### config.mk
export PLATFORM = sky130hd
export DESIGN_NAME = mux8_rr_arbiter_flat
export DESIGN_NICKNAME = d
export VERILOG_FILES = /design/src/rtl/mux8_rr_arbiter_if.sv /design/src/rtl/mux8_rr_arbiter.sv /design/src/flat_wrapper.sv
export SDC_FILE = /design/constraint.sdc
export NUM_CORES = 1
export LEC_CHECK = 0
export CORE_MARGIN = 10
export CORE_UTILIZATION = 40
export DETAILED_ROUTE_END_ITERATION = 12
export PLACE_DENSITY = 0.58
export SYNTH_ARGS = -nofsm -noshare
export SYNTH_HDL_FRONTEND = slang
export SYNTH_SLANG_ARGS = --single-unit
### constraint.sdc
create_clock -name clk -period 7.35 [get_ports clk]
set_input_delay 1.1025 -clock clk [delete_from_list [all_inputs] [get_ports clk]]
set_output_delay 1.1025 -clock clk [all_outputs]
set_load 0.01 [all_outputs]
### src/rtl/mux8_rr_arbiter_if.sv
// Purpose: handshake/data bundle between 8 requesters and the shared 8:1 mux arbiter.
// Latency: none (wires only).
// Backpressure: requesters hold req until granted; the arbiter paces them via gnt/valid.
interface mux8_rr_arbiter_if;
   logic [7:0] req;
   logic       done;
   logic [7:0] d_in;
   logic [2:0] sel;
   logic [7:0] gnt;
   logic       valid;
   logic       y;

   // Requester side: drives requests, release and mux data; observes grant.
   modport master (
      output req, done, d_in,
      input  sel, gnt, valid, y
   );

   // Arbiter side.
   modport slave (
      input  req, done, d_in,
      output sel, gnt, valid, y
   );
endinterface

### src/rtl/mux8_rr_arbiter.sv
// Purpose: round-robin arbiter sequencing one shared 8:1 single-bit mux among 8 requesters.
// Latency: 1 cycle from req to grant; back-to-back handover on release with no idle cycle.
// Backpressure: an owner holds at most MAX_HOLD cycles while others wait; a sole requester may hold forever.
module mux8_rr_arbiter #(
   parameter int MAX_HOLD = 4,
   parameter int CNT_W    = 4
) (
   input  logic                clk,
   input  logic                rst,
   mux8_rr_arbiter_if.slave    bus
);

   typedef enum logic {
      IDLE  = 1'b0,
      GRANT = 1'b1
   } state_t;

   state_t           state_q, state_d;
   logic [2:0]       sel_q, sel_d;
   logic [2:0]       ptr_q, ptr_d;
   logic [7:0]       gnt_q, gnt_d;
   logic             valid_q, valid_d;
   logic [CNT_W-1:0] hold_q, hold_d;

   logic             others;
   logic             drop_owner;
   logic             rel;
   logic [7:0]       cand;
   logic [2:0]       start;
   logic [3:0]       pick;

   // First set bit of cand scanning start, start+1, ... modulo 8; {found, index}.
   function automatic logic [3:0] rr_pick(input logic [7:0] c, input logic [2:0] s);
      logic [3:0] res;
      logic [2:0] idx;
      res = 4'b0;
      // Scan from the far end so the nearest hit to s is the last one written.
      for (int k = 7; k >= 0; k--) begin
         idx = s + 3'(k);
         if (c[idx]) begin
            res = {1'b1, idx};
         end
      end
      return res;
   endfunction

   // Next-state: priority search, release detection and hold counting.
   always_comb begin
      state_d    = state_q;
      sel_d      = sel_q;
      ptr_d      = ptr_q;
      gnt_d      = gnt_q;
      valid_d    = valid_q;
      hold_d     = hold_q;

      others     = |(bus.req & ~gnt_q);
      // Owner leaving voluntarily (done or dropped request) is excluded from the re-search;
      // a timed-out owner stays eligible but is scanned last because the search starts after it.
      drop_owner = bus.done | ~bus.req[sel_q];
      rel        = drop_owner | ((hold_q == CNT_W'(MAX_HOLD)) & others);

      cand  = bus.req;
      start = ptr_q;
      if (state_q == GRANT) begin
         start = sel_q + 3'd1;
         if (drop_owner) begin
            cand = bus.req & ~gnt_q;
         end
      end
      pick = rr_pick(cand, start);

      case (state_q)
         IDLE: begin
            if (pick[3]) begin
               state_d = GRANT;
               sel_d   = pick[2:0];
               gnt_d   = 8'h01 << pick[2:0];
               valid_d = 1'b1;
               hold_d  = CNT_W'(1);
            end
         end
         GRANT: begin
            if (!rel) begin
               if (hold_q != CNT_W'(MAX_HOLD)) begin
                  hold_d = hold_q + CNT_W'(1);
               end
            end else begin
               ptr_d = start;
               if (pick[3]) begin
                  sel_d  = pick[2:0];
                  gnt_d  = 8'h01 << pick[2:0];
                  hold_d = CNT_W'(1);
               end else begin
                  state_d = IDLE;
                  valid_d = 1'b0;
                  gnt_d   = 8'h00;
               end
            end
         end
         default: begin
            state_d = IDLE;
            valid_d = 1'b0;
            gnt_d   = 8'h00;
         end
      endcase
   end

   // State and registered outputs; async reset clears grant immediately.
   always_ff @(posedge clk or posedge rst) begin
      if (rst) begin
         state_q <= IDLE;
         sel_q   <= 3'd0;
         ptr_q   <= 3'd0;
         gnt_q   <= 8'h00;
         valid_q <= 1'b0;
         hold_q  <= '0;
      end else begin
         state_q <= state_d;
         sel_q   <= sel_d;
         ptr_q   <= ptr_d;
         gnt_q   <= gnt_d;
         valid_q <= valid_d;
         hold_q  <= hold_d;
      end
   end

   assign bus.sel   = sel_q;
   assign bus.gnt   = gnt_q;
   assign bus.valid = valid_q;
   // Mux output gated by ownership so idle cycles present 0.
   assign bus.y     = valid_q ? bus.d_in[sel_q] : 1'b0;

endmodule
### src/flat_wrapper.sv
// flat-port wrapper written by rule: the top's interface ports become plain ports
module mux8_rr_arbiter_flat 
#(
   parameter int MAX_HOLD = 4,
   parameter int CNT_W    = 4
)
  (clk, rst, bus_req, bus_done, bus_d_in, bus_sel, bus_gnt, bus_valid, bus_y);
  mux8_rr_arbiter_if bus_i ();
  input  logic clk;
  input  logic rst;
  input wire logic [$bits(bus_i.req)-1:0] bus_req;
  input wire logic [$bits(bus_i.done)-1:0] bus_done;
  input wire logic [$bits(bus_i.d_in)-1:0] bus_d_in;
  output wire logic [$bits(bus_i.sel)-1:0] bus_sel;
  output wire logic [$bits(bus_i.gnt)-1:0] bus_gnt;
  output wire logic [$bits(bus_i.valid)-1:0] bus_valid;
  output wire logic [$bits(bus_i.y)-1:0] bus_y;
  assign bus_i.req = bus_req;
  assign bus_i.done = bus_done;
  assign bus_i.d_in = bus_d_in;
  assign bus_sel = bus_i.sel;
  assign bus_gnt = bus_i.gnt;
  assign bus_valid = bus_i.valid;
  assign bus_y = bus_i.y;
  mux8_rr_arbiter #(.MAX_HOLD(MAX_HOLD), .CNT_W(CNT_W)) u_core (.clk(clk), .rst(rst), .bus(bus_i));
endmodule
# Yosys cells after proc, flatten, opt, wreduce, memory -nomap -nowiden
# Index checks and enable logic that the tools add are counted.
totals:
  ff_bits: 20
  output_inout_bits: 13
  in_bits: 19
op_classes:
  n_eq_ne: 6
  bitwise: 7
  n_mux: 50
  addsub: 9
  n_lt_le_gt_ge: 9
  reduce_logical: 4
  shifts: 1
op_table:
  columns: ["cell", "n"]
  rows:
  - ["$mux W4", 11]
  - ["$mux W8", 5]
  - ["$lt A3 B4 Y1 const B", 9]
  - ["$bmux W1 S3", 10]
  - ["$mux W1", 16]
  - ["$pmux W8 S2", 1]
  - ["$add A3 B3 Y3 const B", 4]
  - ["$mux W3", 3]
  - ["$and A8 B8 Y8", 1]
  - ["$not A8 Y8", 1]
  - ["$pmux W4 S2", 1]
  - ["$reduce_or A8 Y1", 1]
  - ["$shl A1 B3 Y8 const A", 1]
  - ["$add A3 B1 Y3 const B", 2]
  - ["$add A3 B2 Y3 const B", 2]
  - ["$pmux W3 S2", 1]
  - ["$add A4 B1 Y4 const B", 1]
  - ["$eq A4 B3 Y1 const B", 1]
  - ["$ne A2 B2 Y1 const B", 2]
  - ["$ne A4 B3 Y1 const B", 1]
  - ["$pmux W1 S2", 2]
  - ["$reduce_and A2 Y1", 2]
  - ["$ne A3 B3 Y1 const B", 1]
  - ["$reduce_and A3 Y1", 1]
  - ["4 further kinds", 6]

# Depth between registers and ports, before layout
depth:
  word_depth: 20
  ltp_mapped: 16
  depth_no_buf: 13

# Worst setup path after synthesis
# OpenSTA, ideal clock, no wires.
synth_timing:
  kind: "reg2reg"
  startpoint: "register u_core.sel_q[1] (netlist: u_core.bus.sel[1])"
  endpoint: "register u_core.gnt_q[4] (netlist: u_core.bus.gnt[4])"
  t_required_ns: 7.240
  setup_slack_ns: 3.895
  synth_period_minus_slack_ns: 3.455
  n_path_buf: 2
  setup_ns: 0.110
  arrival_time_ns: 3.345
  stages_incl_launch_ff: 11
  path_cell_list: "dfrtp_1 ha_1 mux2_2 clkbuf_8 ha_1 clkbuf_1 mux4_2 nor2_1 o221ai_1 o21ba_2 o41ai_1"
synth_lines:
  columns: ["element", "line", "text"]
  rows:
  - ["start: declaration", "mux8_rr_arbiter.sv:19", "logic [2:0] sel_q, sel_d;"]
  - ["start signal: assignment", "mux8_rr_arbiter.sv:119", "sel_q <= sel_d;"]
  - ["$add A3 B1 Y3 (*)", "mux8_rr_arbiter.sv:65", "start = sel_q + 3'd1;"]
  - ["$mux W3 (*)", "mux8_rr_arbiter.sv:64", "if (state_q == GRANT) begin"]
  - ["net u_core.start[1]", "mux8_rr_arbiter.sv:29", "logic [2:0] start;"]
  - ["$add A3 B3 Y3", "mux8_rr_arbiter.sv:39", "idx = s + 3'(k);"]
  - ["$bmux W1 S3", "mux8_rr_arbiter.sv:40", "if (c[idx]) begin"]
  - ["$mux W1 (implied by the code)", "mux8_rr_arbiter.sv:40", null]
  - ["$mux W4 (7 in a row)", "mux8_rr_arbiter.sv:40", null]
  - ["$mux W4 (*)", "mux8_rr_arbiter.sv:40", null]
  - ["$shl A1 B3 Y8", "mux8_rr_arbiter.sv:77, mux8_rr_arbiter.sv:91", null]
  - ["$mux W8", "mux8_rr_arbiter.sv:89", "if (pick[3]) begin"]
  - ["$mux W8", "mux8_rr_arbiter.sv:83", "if (!rel) begin"]
  - ["$pmux W8 S2", "mux8_rr_arbiter.sv:72", "case (state_q)"]
  - ["end signal: assignment", "mux8_rr_arbiter.sv:121", "gnt_q <= gnt_d;"]
  - ["end: declaration", "mux8_rr_arbiter.sv:21", "logic [7:0] gnt_q, gnt_d;"]
# Mark *: on every way through the listed nets, which the timed path passes. The rest lies on a longest branch. The select of a mux whose other input is x is not followed.
# A chain may end at the register's enable or synchronous reset.

# Final worst setup path
layout_timing:
  startpoint: "register u_core.sel_q[1] (netlist: u_core.bus.sel[1])"
  endpoint: "register u_core.gnt_q[1] (netlist: u_core.bus.gnt[1])"
layout_between:
  elab_chain_len: 20
layout_rtl:
  columns: ["element"]
  rows:
  - ["parallel branches: the longest is 20 deep, another holds $add A3 B1 Y3"]
# Several ways; the timed one is not identified. The select of a mux whose other input is x is not followed.

==> results.sh <==
export IMPL_synthArstFlopShare_pct=100
export IMPL_yosysWarnings=0
export IMPL_synth_xor_area_share_pct=1.79
export IMPL_yosys_cell_types_count=71
export IMPL_die_area_um2=9660
export IMPL_post_route_min_period_ps=4160
export IMPL_yosysMostFrequentCell="nand2_1"
export IMPL_multi_input_area_um2=1770
export IMPL_dr_first_iter_drc_count=196
export IMPL_tritoncts="done"
export IMPL_portBuffers=31
export IMPL_finalMaxSlewViolations=0
export IMPL_wire_per_inst_um=19.5
export IMPL_n_antenna_cell=0
export IMPL_finClkSkew_ps=0.888
export IMPL_post_route_util_pct=47.5
export IMPL_grt_pass1_wl_mm=12.4
export IMPL_core_area_um2=5920
export IMPL_ios=32
export IMPL_endpoint_kind="flip-flop"
export IMPL_syn2layout_area_growth_pct=14.7
export IMPL_drc=0
export IMPL_cts_buffer_depth=2
export IMPL_layout_cells_non_filler=388
export IMPL_die_x_um=98.3
export IMPL_drv_cap=0
export IMPL_pre_cts_ws_ps=2970
export IMPL_hp_class="flip-flop to flip-flop"
export IMPL_nets=339
export IMPL_syn_num_nets=311
export IMPL_finalSetupViolations=0
export IMPL_netlist_area_um2=2450
export IMPL_synth_mux_area_share_pct=16.1
export IMPL_cts_resized_gates=0
export IMPL_dp_cells=385
export IMPL_path_max_fanout=11
export IMPL_regArea_um2=500
export IMPL_antenna_found_initial=0
export IMPL_worst_setup_path_start_kind="flip-flop"
export IMPL_slew_headroom_pct=48.6
export IMPL_num_rows=28
export IMPL_synthSimpleGateAreaFrac_pct=21.2
export IMPL_nFillCells=582
export IMPL_min_period_over_period_pct=56.6
export IMPL_synth_seq_cells=20
export IMPL_gp_congestion=0.914
export IMPL_cts_root_buf="clkbuf_8"
export IMPL_avgSynthCellArea_um2=8.54
export IMPL_grt_use_total_pct=15.2
export IMPL_netlist_instances=287
export IMPL_synth_top_area_share_pct=20.4
export IMPL_tightest_slew_ps=770
export IMPL_setup_tns_ps=0
export IMPL_grt_overflow=0
export IMPL_cts_setup_buffers=0
export IMPL_fin_ws_ps=3190
export IMPL_cts_sinks=20
export IMPL_htree_num_levels=1
export IMPL_dp_hpwl_mm=6.10
export IMPL_critPathRequiredTime_ps=7500
export IMPL_start_util_pct=41.4
export IMPL_vias=2427
export IMPL_synthTopCellsByArea="dfrtp_1, mux2i_1, mux2_2"
export IMPL_rsz0062_at_grt="false"
export IMPL_synth_compound_area_share_pct=30.6
export IMPL_arrival_ps=4300
export IMPL_status="finished, final reports clean"
export IMPL_firstDrtPassIters=4
export IMPL_crit_type="flip-flop to flip-flop"
export IMPL_synth_commonest_cells="nand2_1, o21ai_0, dfrtp_1, inv_1, nor2_1"
export IMPL_dominantRegCellSynth="dfrtp_1"
export IMPL_totalWireLength_mm=7.56
export IMPL_cts_buffers=3
export IMPL_insertion_delay_ps=260
export IMPL_synth_top_family_by_area="compound AO/OA/AOI/OAI gates"
export IMPL_die_y_um=98.3
export IMPL_synth_edf_count=0
export IMPL_layout_drive_gt1_share_pct=14.4
export IMPL_holdBufCountCts=0
export IMPL_final_hold_violation_count=0
export IMPL_first_global_vias=2345
export IMPL_ys_seq_area_share_pct=20.4
export IMPL_synth_top_cell_by_area="dfrtp_1"
export IMPL_synthAdderAreaFrac_pct=2.55
export IMPL_path_clk_slew_ps=70
export IMPL_drt_antenna_violating_nets=0
export IMPL_fmax_ghz=0.240
export IMPL_grt_max_degree=22
export IMPL_via_per_inst=6.26
[per-stage QoR]
step	instance area (um2)	hold WS, ps
final	2810	506
after global routing	2810	543
after CTS	2810	510
after detailed placement	2770	494
after global placement	2770	490
after floorplan	2450	464
[layout make-up]
class | instances | area share, %
flip-flops and latches | 20 | 17.8
inverters | 20 | 2.67
well taps | 75 | 3.33
clock buffers | 3 | 1.47
repair buffers | 34 | 11.8
multi-input cells | 236 | 62.9
[worst max-delay path, stage by stage, from the launching register on]
cell and delay, ps:
dfrtp_1 550, ha_1 380, mux2_2 320, clkinv_1 310
ha_1 340, inv_1 60, a211oi_1 70, or2_2 430
and4_1 210, or4_1 480, a21oi_1 230, nor3b_1 100
o21ba_2 240, o41ai_1 330
[metal layers]
metal	up-vias	track usage, %	share of wire [%]
li1	1154	-	-
met1	1185	19.7	45
met2	77	25.5	48
met3	11	2.18	5.4
met4	0	4.30	1.7
met5	-	0	0
[final timing paths]
| kind | startpoint | depth (start not counted) | slack [ps] | end |
|---|---|---|---|---|
| min | u_core.ptr_q[1]$_DFFE_PP0P_ | 1 | 510 | u_core.ptr_q[1]$_DFFE_PP0P_ |
| min reg2reg | u_core.ptr_q[1]$_DFFE_PP0P_ | 1 | 510 | u_core.ptr_q[1]$_DFFE_PP0P_ |
| max | u_core.bus.sel[1]$_DFFE_PP0P_ | 13 | 3190 | u_core.bus.gnt[1]$_DFFE_PP0P_ |
| max reg2reg | u_core.bus.sel[1]$_DFFE_PP0P_ | 13 | 3190 | u_core.bus.gnt[1]$_DFFE_PP0P_ |
| max in group asynchronous | rst | 2 | 5590 | u_core.bus.sel[1]$_DFFE_PP0P_ |
| min in group asynchronous | rst | 2 | 1280 | u_core.ptr_q[1]$_DFFE_PP0P_ |
[flip-flops by register name, summed over array words and instances, names as in the netlist]
register and cells:
u_core.bus.valid 1, u_core.state_q 1, u_core.hold_q 4, u_core.bus.sel 3, u_core.bus.gnt 8, u_core.ptr_q 3
[cells in the final DEF (no fill, tap or decap), drive strengths merged, types with 10 or more instances in the layout]
cell type,count
o21ai,23
clkdlybuf4s50,31
nor3,15
nor2,17
mux2,10
a21oi,14
dfrtp,20
nand2,27
inv,18
mux2i,14
[logic make-up after synthesis]
kind of cell               Yosys count
and+or+nand+nor                     96
xor gates and xnor gates             5
DFF                                 20
buffers and inverters               31
AOI/OAI and AO/OA                  101
adders and majority gates            5
muxes                               29
Power is not shown: default switching activity piles up to over one toggle a cycle in this logic, so the estimate is an artifact.
